$ cat src/rtl/par2ser_pkg.sv
// Shared types for the parallel-to-serial feeder.
package par2ser_pkg;

  typedef enum logic [1:0] {
    IDLE   = 2'b00,
    SHIFT  = 2'b01,
    PARITY = 2'b10
  } ser_state_t;

endpackage

$ cat src/rtl/par2ser_feeder.sv
// par2ser_feeder: WIDTH-bit words in on valid/ready, one registered bit per cycle out on X.
// Build option SER_PARITY_EN appends an even-parity bit after each word's data bits.
module par2ser_feeder
  import par2ser_pkg::*;
#(
  parameter int WIDTH      = 8,
  parameter bit MSB_FIRST  = 1'b1,
  parameter bit IDLE_LEVEL = 1'b0
) (
  input  logic             Clock,
  input  logic             Clr,
  input  logic [WIDTH-1:0] Din,
  input  logic             Din_Valid,
  output logic             Din_Ready,
  output logic             X,
  output logic             X_Valid,
  output logic             Busy
);
  // state  | meaning
  // IDLE   | no word in flight, X at IDLE_LEVEL, ready for a new word
  // SHIFT  | data bit r_cnt of the current word is on X
  // PARITY | even-parity bit of the current word is on X

  localparam int            CW   = $clog2(WIDTH);
  localparam logic [CW-1:0] LAST = CW'(WIDTH - 1);

  ser_state_t       r_state, w_state_nxt;
  logic [CW-1:0]    r_cnt, w_cnt_nxt;
  logic [WIDTH-1:0] r_shift, w_shift_nxt;
  logic             r_x, w_x_nxt;
  logic             r_xv, w_xv_nxt;
  logic             r_busy;
  logic             w_last, w_ready, w_accept;
`ifdef SER_PARITY_EN
  logic             r_par, w_par_nxt;
`endif

  // r_shift holds only the bits still to be sent; the bit on X has already been removed.
  function automatic logic head(input logic [WIDTH-1:0] v);
    return MSB_FIRST ? v[WIDTH-1] : v[0];
  endfunction

  function automatic logic [WIDTH-1:0] drop(input logic [WIDTH-1:0] v);
    return MSB_FIRST ? {v[WIDTH-2:0], 1'b0} : {1'b0, v[WIDTH-1:1]};
  endfunction

  assign w_last = (r_cnt == LAST);
`ifdef SER_PARITY_EN
  assign w_ready = (r_state == IDLE) || (r_state == PARITY);
`else
  assign w_ready = (r_state == IDLE) || ((r_state == SHIFT) && w_last);
`endif
  assign Din_Ready = w_ready & ~Clr;
  assign w_accept  = Din_Valid & Din_Ready;

  always_comb begin
    w_state_nxt = r_state;
    w_cnt_nxt   = r_cnt;
    w_shift_nxt = r_shift;
    w_x_nxt     = r_x;
    w_xv_nxt    = r_xv;
`ifdef SER_PARITY_EN
    w_par_nxt   = r_par;
`endif
    if (w_accept) begin
      w_state_nxt = SHIFT;
      w_cnt_nxt   = '0;
      w_shift_nxt = drop(Din);
      w_x_nxt     = head(Din);
      w_xv_nxt    = 1'b1;
`ifdef SER_PARITY_EN
      w_par_nxt   = ^Din;
`endif
    end else begin
      case (r_state)
        SHIFT: begin
          if (!w_last) begin
            w_cnt_nxt   = r_cnt + CW'(1);
            w_shift_nxt = drop(r_shift);
            w_x_nxt     = head(r_shift);
            w_xv_nxt    = 1'b1;
          end else begin
`ifdef SER_PARITY_EN
            w_state_nxt = PARITY;
            w_x_nxt     = r_par;
            w_xv_nxt    = 1'b1;
`else
            w_state_nxt = IDLE;
            w_x_nxt     = IDLE_LEVEL;
            w_xv_nxt    = 1'b0;
`endif
          end
        end
        default: begin
          // PARITY without accept, IDLE, and any unreachable encoding all settle to idle
          w_state_nxt = IDLE;
          w_x_nxt     = IDLE_LEVEL;
          w_xv_nxt    = 1'b0;
        end
      endcase
    end
  end

  always_ff @(posedge Clock) begin
    if (Clr) begin
      r_state <= IDLE;
      r_cnt   <= '0;
      r_shift <= '0;
      r_x     <= IDLE_LEVEL;
      r_xv    <= 1'b0;
      r_busy  <= 1'b0;
`ifdef SER_PARITY_EN
      r_par   <= 1'b0;
`endif
    end else begin
      r_state <= w_state_nxt;
      r_cnt   <= w_cnt_nxt;
      r_shift <= w_shift_nxt;
      r_x     <= w_x_nxt;
      r_xv    <= w_xv_nxt;
      r_busy  <= (w_state_nxt != IDLE);
`ifdef SER_PARITY_EN
      r_par   <= w_par_nxt;
`endif
    end
  end

  assign X       = r_x;
  assign X_Valid = r_xv;
  assign Busy    = r_busy;

endmodule

$ cat config.mk
export PLATFORM = sky130hd
export DESIGN_NAME = par2ser_feeder
export DESIGN_NICKNAME = d
export VERILOG_FILES = /design/src/rtl/par2ser_pkg.sv /design/src/rtl/par2ser_feeder.sv
export SDC_FILE = /design/constraint.sdc
export NUM_CORES = 1
export LEC_CHECK = 0
export ABC_AREA = 1
export CAP_MARGIN = 15
export CORE_UTILIZATION = 45
export DETAILED_ROUTE_END_ITERATION = 6
export PLACE_DENSITY = 0.85
export REMOVE_ABC_BUFFERS = 1
export SETUP_SLACK_MARGIN = 0.5
export SYNTH_ARGS = -nofsm -noshare
export SYNTH_HDL_FRONTEND = slang
export SYNTH_SLANG_ARGS = --single-unit
$ cat constraint.sdc
create_clock -name Clock -period 1.6 [get_ports Clock]
set_clock_uncertainty 0.15 [all_clocks]
set_input_delay 0.4 -clock Clock [delete_from_list [all_inputs] [get_ports Clock]]
set_output_delay 0.4 -clock Clock [all_outputs]
set_load 0.02 [all_outputs]
Word-level counts from Yosys, hierarchy flattened
Index checks and enable logic that the tools add are counted.

word-level totals
  flip-flop bits (word level) = 15
  bits of input ports = 11
  output and inout bits = 4
  logic and storage cells = 34

cells by class
  $add $sub $neg = 1
  equality and inequality tests = 3
  mux-type cells = 12
  bitwise gates (word level) = 4
  reductions and logical operators = 8

operators by type and width
  kind                                            count
  two-way mux 8 bit                               3
  two-way mux 1 bit                               6
  two-way mux 2 bit                               3
  AND reduction 2 bit                             2
  nonzero test 2 bit                              2
  adder 3 x 1 -> 3 bit (second input constant)    1
  == test 3 bit (second input constant)           1
  AND 1 bit                                       2
  == test 2 x 1 -> 1 bit (second input constant)  1
  logical NOT 2 bit                               1
  != test 2 x 1 -> 1 bit (second input constant)  1
  inverter 1 bit                                  2
  OR reduction 2 bit                              1
  logical AND 1 bit                               1
  logical OR 1 bit                                1

Logic depth before layout (Yosys ltp)
  depth in word-level cells = 7
  depth in mapped cells = 8
  gate-level depth less buffers = 8

Least setup slack after synthesis
No wires, ideal clock.

  path kind = register to output
  from = reg r_cnt[0]
  to = out Din_Ready
  arrival = 1.100 ns
  required time = 1.050 ns
  slack = -0.050 ns
  cell stages (with the launch flop) = 6
  buffers on the path = 0
  cells stage by stage = dfxtp_1 ha_1 ha_1 inv_6 nand2_8 and2_2

on the way
  longest elaborated chain between the ends = 4

ends and longest elaborated chain
  what                      line                   text
  start: declaration        par2ser_feeder.sv:28   logic [CW-1:0] r_cnt, w_cnt_nxt;
  start signal: assignment  par2ser_feeder.sv:117  r_cnt <= w_cnt_nxt;
  == test 3 bit             par2ser_feeder.sv:47   assign w_last = (r_cnt == LAST);
  logical AND 1 bit         par2ser_feeder.sv:51   assign w_ready = (r_state == IDLE) || ((r_state == SHIFT) && w_last);
  logical OR 1 bit          par2ser_feeder.sv:51
  AND 1 bit                 par2ser_feeder.sv:53   assign Din_Ready = w_ready & ~Clr;
  end: declaration          par2ser_feeder.sv:14   output logic Din_Ready,

Every way passes these cells.

Worst setup path in the final report
Ends and elaborated chain as after synthesis.

==> summary.txt <==
Run status
  • Status: complete, but fails checks
  • Failing checks: setup timing

Power and ir drop
  • Power share of the clock group: 0.281
  • PwrDens: 612 nW/um2
  • VDD IR-drop max: 0.000437 V
  • Internal: 0.000580 W
  • Sequential group share of total power: 0.497
  • Psw: 0.000229 W
  • Comb power frac: 0.223
  • Sw Share: 0.283
  • Static Leak: 0.534 nW

Cells and area
  • Final #Nets: 144
  • # diodes: 0
  • Share of post-route cells with drive strength above 1: 0.562
  • Area Overhead vs Synth: 57.3%
  • Finished Cell Area: 1320 um2
  • Final core utilization: 0.758

Hold path
  • HP Start: r_shift[3]
  • Worst hold stages: 2
  • Hold path endpoint: r_shift[3]
  • Hold WC Path Type: reg -> reg

Die
  • Initial core utilization: 0.482
  • Die ar.: 2050 um2
  • Core area: 1750 um2
  • # rows: 15
  • Die Height: 45.2 um
  • Chip width: 45.2 um
  • Top Ports: 15

Timing
  • Final setup margin: -0.325 ns
  • Min Tclk post-route: 1.93 ns
  • Final Max Slew Viols: 0
  • Max Fclk: 519 MHz
  • Tcrit/Tclk final: 1.20
  • Final hold violations: 0
  • Hold slack: 0.338 ns
  • Unrepaired setup endpoints after global routing: true
  • Endpoints failing setup: 15

Logic synthesis
  • Post-synth EDFFs: 0
  • Top-area cell type share of the netlist area: 0.357
  • Count leader, synth: nand2_1
  • Library cells used by synthesis: 22
  • Synth warnings: 0
  • Cells after Synth: 93
  • Area contributors post-synth: dfxtp_1, a21oi_2, nand4_1, nand2_1, nand3_2
  • Area of the mapped netlist: 841 um2
  • Seq/Total Area, Yosys: 0.357
  • Syn avg cell area: 9.04 um2
  • Top cells by count, synth: nand2_1, dfxtp_1, nand4_1
  • Xor/xnor share of the synthesized area: 0
  • Adder-cell share of the synthesized area: 0.0298
  • Compound-cell area share of the yosys netlist: 0.128
  • #FFs+latches synth: 15
  • Simple-Gate Fraction of Synth Area: 0.365
  • Post-synthesis async set-or-reset flop share: 0
  • Ys flop type: dfxtp_1
  • Largest area contributor in the netlist: dfxtp_1
  • Post-synthesis mux area share: 0
  • Largest family of logic cells by synthesized area: simple AND/OR/NAND/NOR gates

Clocking
  • Clock transition at path regs: 0.09 ns
  • TritonCTS buffer count: 3
  • Number of hold buffers added after CTS: 0
  • Clock H-tree levels: 1
  • Clock sink total: 15
  • TritonCTS clock tree: done
  • Worst skew pair latency: 0.30 ns
  • CTS Buffer Depth: 2
  • Root buf cell: clkbuf_4

GRT
  • First-pass GRT wire length: 3.75 mm
  • Largest net degree at the start of global routing: 12
  • Global router's overall resource usage: 0.275
  • GRT overflow: 0
  • Initial antenna violation count: 0
  • Vias in the first global route: 820

Worst setup path
  • CP startpoint kind: flip-flop
  • Reg2reg path depth: 12
  • Worst path top cell family by delay: flip-flops
  • Crit Path Category: reg -> out
  • Worst path slowest cell: dfxtp_2
  • Worst r2r dst: r_shift[2]
  • CP Cell Sequence: ha_4 -> ha_4 -> inv_6 -> nand2_8 -> and2_4 -> buf_6
  • CP Capture Type: output pin
  • R2r startpoint: r_cnt[0]
  • Crit path DAT: 1.38 ns
  • Critical path data required time: 1.05 ns
  • CP most frequent cell: ha_4
  • Crit-path max FO: 2
  • Crit path largest cell delay: 0.35 ns
  • Worst R2R Setup Slack: -0.21 ns
  • Critical path buffer and inverter count: 2

Route
  • Post-route ant nets: 0
  • DRT Pass-1 Iters: 4
  • Vias per inst: 5.51
  • Vias: 854
  • Total Routed Length: 2.45 mm
  • WL/cell: 15.8 um
  • Starting DRT DRC Count: 18
  • # DRC: 0

Place
  • Routability cong.: 0.826
  • Post-DP Area: 1070 um2
  • DP Wirelength: 1.26 mm
  • Port buffer count: 14

Job
  • # Max-Cap Violations: 0
==> cell usage in the layout (no fill, tap or decap) <==
master / count
ha_4: 2
inv_1: 7
or2_0: 1
a21oi_2: 13
nand2_8: 1
clkinv_2: 1
o21ai_2: 1
dfxtp_2: 5
conb_1: 1
nor2_4: 1
buf_12: 4
clkdlybuf4s50_1: 10
buf_6: 8
nand3_4: 2
nand4_1: 12
nand3_2: 8
nand2_4: 1
buf_16: 1
and2_4: 1
buf_4: 14
nand3_1: 2
inv_6: 1
dfxtp_1: 10
nand2_2: 4
clkbuf_4: 3
inv_2: 2
nand2_1: 14
==> layout make-up <==
cell class              count  area [um2]
fillers                   117         423
well taps                  25        31.3
clock inverters             1        5.00
repair buffers             37         403
inverters                  10        42.5
multi-input cells          64         512
clock buffers               3        22.5
flip-flops and latches     15         307
==> routing by layer <==
metal	wire (um)	part of all wire	vias to the layer above	track usage
met4	131	0.054	0	0.212
met2	1210	0.49	47	0.449
met3	200	0.082	13	0.0800
met1	909	0.37	401	0.296
met5	0	0	-	0
li1	-	-	393	-
==> flip-flops by register name (all words and copies together) (netlist names) <==
| signal | flops |
|---|---|
| Busy | 1 |
| X | 1 |
| X_Valid | 1 |
| r_cnt | 3 |
| r_shift | 7 |
| r_state | 2 |
==> worst max path at each step <==
| stage | endpoint | startpoint | cells past startpoint |
|---|---|---|---|
| 3_5_place_dp | Din_Ready | Clr | 4 |
| 2_1_floorplan | Din_Ready | r_cnt[0] | 5 |
| 6_report | Din_Ready | r_cnt[0] | 6 |
| 5_1_grt | Din_Ready | r_cnt[0] | 6 |
| 4_1_cts | Din_Ready | r_cnt[1] | 6 |
| 3_3_place_gp | Din_Ready | Clr | 4 |
==> tightest hold or removal path, cell delays in order (launching register included) <==
cell	delay, ns
dfxtp_1	0.33
nand3_2	0.07
a21oi_2	0.05
==> repair_timing <==
action | in CTS | in global routing
setup endpoints to repair | 18 | 18
buffers inserted | 9 | 0
resized for setup | 49 | 2
cloned | 2 | 0
pin swaps | 2 | 1
==> cells by family after synthesis <==
family / after synthesis
AO/OA/AOI/OAI: 14
adder cells (fa/ha/maj): 2
buffers and inverters: 15
other: 1
AND/OR/NAND/NOR: 46
flip-flops: 15
==> power by group through the flow <==
stage               registers, W  clock network (W)  logic (W)
floorplan               0.000410                  0  0.0000556
global placement        0.000407                  0   0.000128
detailed placement      0.000408                  0   0.000132
CTS                     0.000400           0.000226   0.000174
global route            0.000403           0.000252   0.000190
finish                  0.000402           0.000227   0.000180
==> stage by stage <==
step	std cells	setup WS [ns]	TNS (ns)	total power [W]
6_report	155	-0.325	-2.48	0.000809
2_1_floorplan	88	-0.0642	-0.0642	0.000466
5_1_grt	155	-0.364	-3.21	0.000845
3_3_place_gp	140	-0.684	-4.09	0.000534
4_1_cts	155	-0.288	-1.64	0.000801
3_5_place_dp	140	-0.696	-4.68	0.000539
(Power assumes the default switching activity.)
==> patch: new RTL, same flow settings <==
Build with the macro `SER_PARITY_EN` defined.
--- a/src/rtl/par2ser_feeder.sv
+++ b/src/rtl/par2ser_feeder.sv
@@ -1,5 +1,7 @@
 // par2ser_feeder: WIDTH-bit words in on valid/ready, one registered bit per cycle out on X.
 // Build option SER_PARITY_EN appends an even-parity bit after each word's data bits.
+`define SER_PARITY_EN
+
 module par2ser_feeder
   import par2ser_pkg::*;
 #(
Function: changed (Yosys sat finds a counterexample within 10 cycles, from zero or initial values).
==> patch against the unedited design <==
Cell area is 3.8% higher; sequential cell count is 1 higher; routed wire length is 10% lower; setup slack better by 510 ps; register-to-register slack better by 420 ps; first-iteration DRC count is 17% lower; utilization is 2.9 points higher; synthesized area is 0.45% higher; total power is 20% higher; sequential power is 8.0% higher; clock power is 20% higher.
==> patch: results (changes against the unedited design) <==
dr.pass1.iters: 5  # was 4
hold_class: "reg -> reg"  # unchanged
overflow: 0  # unchanged
leakagePower_uw: 0.0006283  # was 0.0005343 uW
dp_hpwl_mm: 1.277  # was 1.263 mm
num_antenna_cells: 0  # unchanged
drt_iter0_markers: 15  # was 18
antenna_found_initial: 0  # unchanged
peakVddDrop_v: 0.0004477  # was 0.0004373 V
vias_per_cell: 5.037  # was 5.510
numCtsBuffers: 3  # unchanged
worstSkewPairLatency_ps: 290
final_cells: 187  # was 155
netlist_instances: 128  # was 93
htree_num_levels: 1  # unchanged
relSlewSlack_pct: 84.19
synth_cell_types: 17  # was 22
seq_area_frac_synth_pct: 37.93  # was 35.71%
async_flop_share_pct: 0  # unchanged
grt_max_degree: 10  # was 12
yosys-top-cells-count: "nand2_1 (53), inv_1 (22), dfxtp_1 (16)"  # was nand2_1 (19), dfxtp_1 (15), nand4_1 (12)
grt_usage_pct: 23.34  # was 27.51%
p_sw_uw: 293.4  # was 229.4 uW
ys_warn_count: 0  # unchanged
wl_mm: 2.203  # was 2.447 mm
synthTopCellsByArea: "dfxtp_1 (38%), nand2_1 (24%), inv_1 (9.8%), a21oi_1 (4.7%), ha_1 (4.4%)"  # was dfxtp_1 (36%), a21oi_2 (10%), nand4_1 (8.9%), nand2_1 (8.5%), nand3_2 (8.3%)
synth_flop_cell: "dfxtp_1"  # unchanged
path_clk_slew_ps: 100
clock_path_buffers: 2  # unchanged
max_stage_delay_ps: 220  # was 350 ps
grt_pass1_vias: 836  # was 820
drive_gt1_share_pct: 40.74  # was 56.15%
io_buffers: 14  # unchanged
grt_pass1_wl_mm: 3.325  # was 3.746 mm
cts-root-buf: "clkbuf_4"  # unchanged
slowest_stage: "clkdlybuf4s15_2"  # was dfxtp_2
globalplace.congestion: 0.7624  # was 0.8261
top_regs: "r_shift (7), r_cnt (3), r_state (2)"  # unchanged
critPathMaxFanout: 2  # unchanged
num-nets-final: 177  # was 144
worstPathArrival_ps: 870  # was 1380 ps
postPlaceCellArea_um2: 1087  # was 1067 um2
run_status: "complete, no violations"  # was complete, but fails checks
## patch: cell count changes in the layout (fill, tap and decap cells not counted), sizes merged, moves of 3 or more
cell,unedited run,this run
nor2,1,5
clkdlybuf4s50,10,0
nand2,20,54
nand3,12,3
buf,27,21
clkdlybuf4s15,0,3
inv,10,22
nand4,12,0
a21oi,13,8
dlygate4sd2,0,6
o21ai,1,9
o32ai,0,4
## patch: timing repair
item | 4_1_cts | 5_1_grt
hold buffers | 0 | 0
gates cloned | 0 | 0
resized for setup | 87 | 16
setup endpoints to repair | 20 | 20
pin swaps | 18 | 11
buffers inserted | 4 | 2
## patch: routing by layer
metal / vias to the layer above / part of all wire [%] / GRT usage [%] / routed length [um]
met3: 12 / 4.2 / 5.200 / 92
met2: 34 / 56 / 45.22 / 1223
met5: - / 0 / 0 / 0
met1: 419 / 36 / 22.25 / 803
met4: 0 / 3.8 / 12.73 / 84
li1: 477 / - / - / -
## patch: worst paths after layout
| kind | startpoint | end | slack, ps | depth (start not counted) |
|---|---|---|---|---|
| setup / recovery | Clr | Din_Ready | 180 | 3 |
| hold / removal | r_shift[7]$_SDFFE_PP0P_ | r_shift[7]$_SDFFE_PP0P_ | 320 | 2 |
| setup reg to reg | r_cnt[1]$_SDFFE_PP0P_ | r_shift[4]$_SDFFE_PP0P_ | 210 | 7 |
| hold reg to reg | r_shift[7]$_SDFFE_PP0P_ | r_shift[7]$_SDFFE_PP0P_ | 320 | 2 |
## patch: logic make-up (layout without fill, tap and decap cells)
family	count (synthesis)	count (layout)	synth area share, %
AO/OA/AOI/OAI	22	22	15.55
XOR/XNOR	1	1	1.037
adder cells (fa/ha/maj)	3	3	4.445
buffers and inverters	23	57	11.11
flip-flops	16	16	37.93
AND/OR/NAND/NOR	63	63	29.93
## patch: metrics by stage
step,setup TNS (ps),setup WS (ps),util (%)
6_report,0,181.8,78.64
5_1_grt,0,152.9,78.64
4_1_cts,0,198.8,74.77
3_5_place_dp,-3451,-516.4,62.29
3_3_place_gp,-2936,-484.5,62.29
2_1_floorplan,0,162.9,-
## patch: final cells by class
class | instances | area [um2]
multi-input combinational | 89 | 609.3
fill | 115 | 372.9
sequential | 16 | 327.8
timing repair buffer | 31 | 272.8
inverter | 22 | 95.09
clock buffer | 4 | 36.28
tap | 25 | 31.28
## patch: power groups by stage
stage / combinational, uW / clock [uW] / sequential (uW)
5_1_grt: 288 / 290 / 436
3_5_place_dp: 193 / 0 / 437
2_1_floorplan: 98.6 / 0 / 442
4_1_cts: 234 / 269 / 432
3_3_place_gp: 187 / 0 / 437
6_report: 264 / 273 / 434
## patch: worst max-delay path: cells and delay by family
| kind | cells | cell delay (ps) |
|---|---|---|
| buf+inv | 2 | 340 |
| simple gates | 1 | 130 |
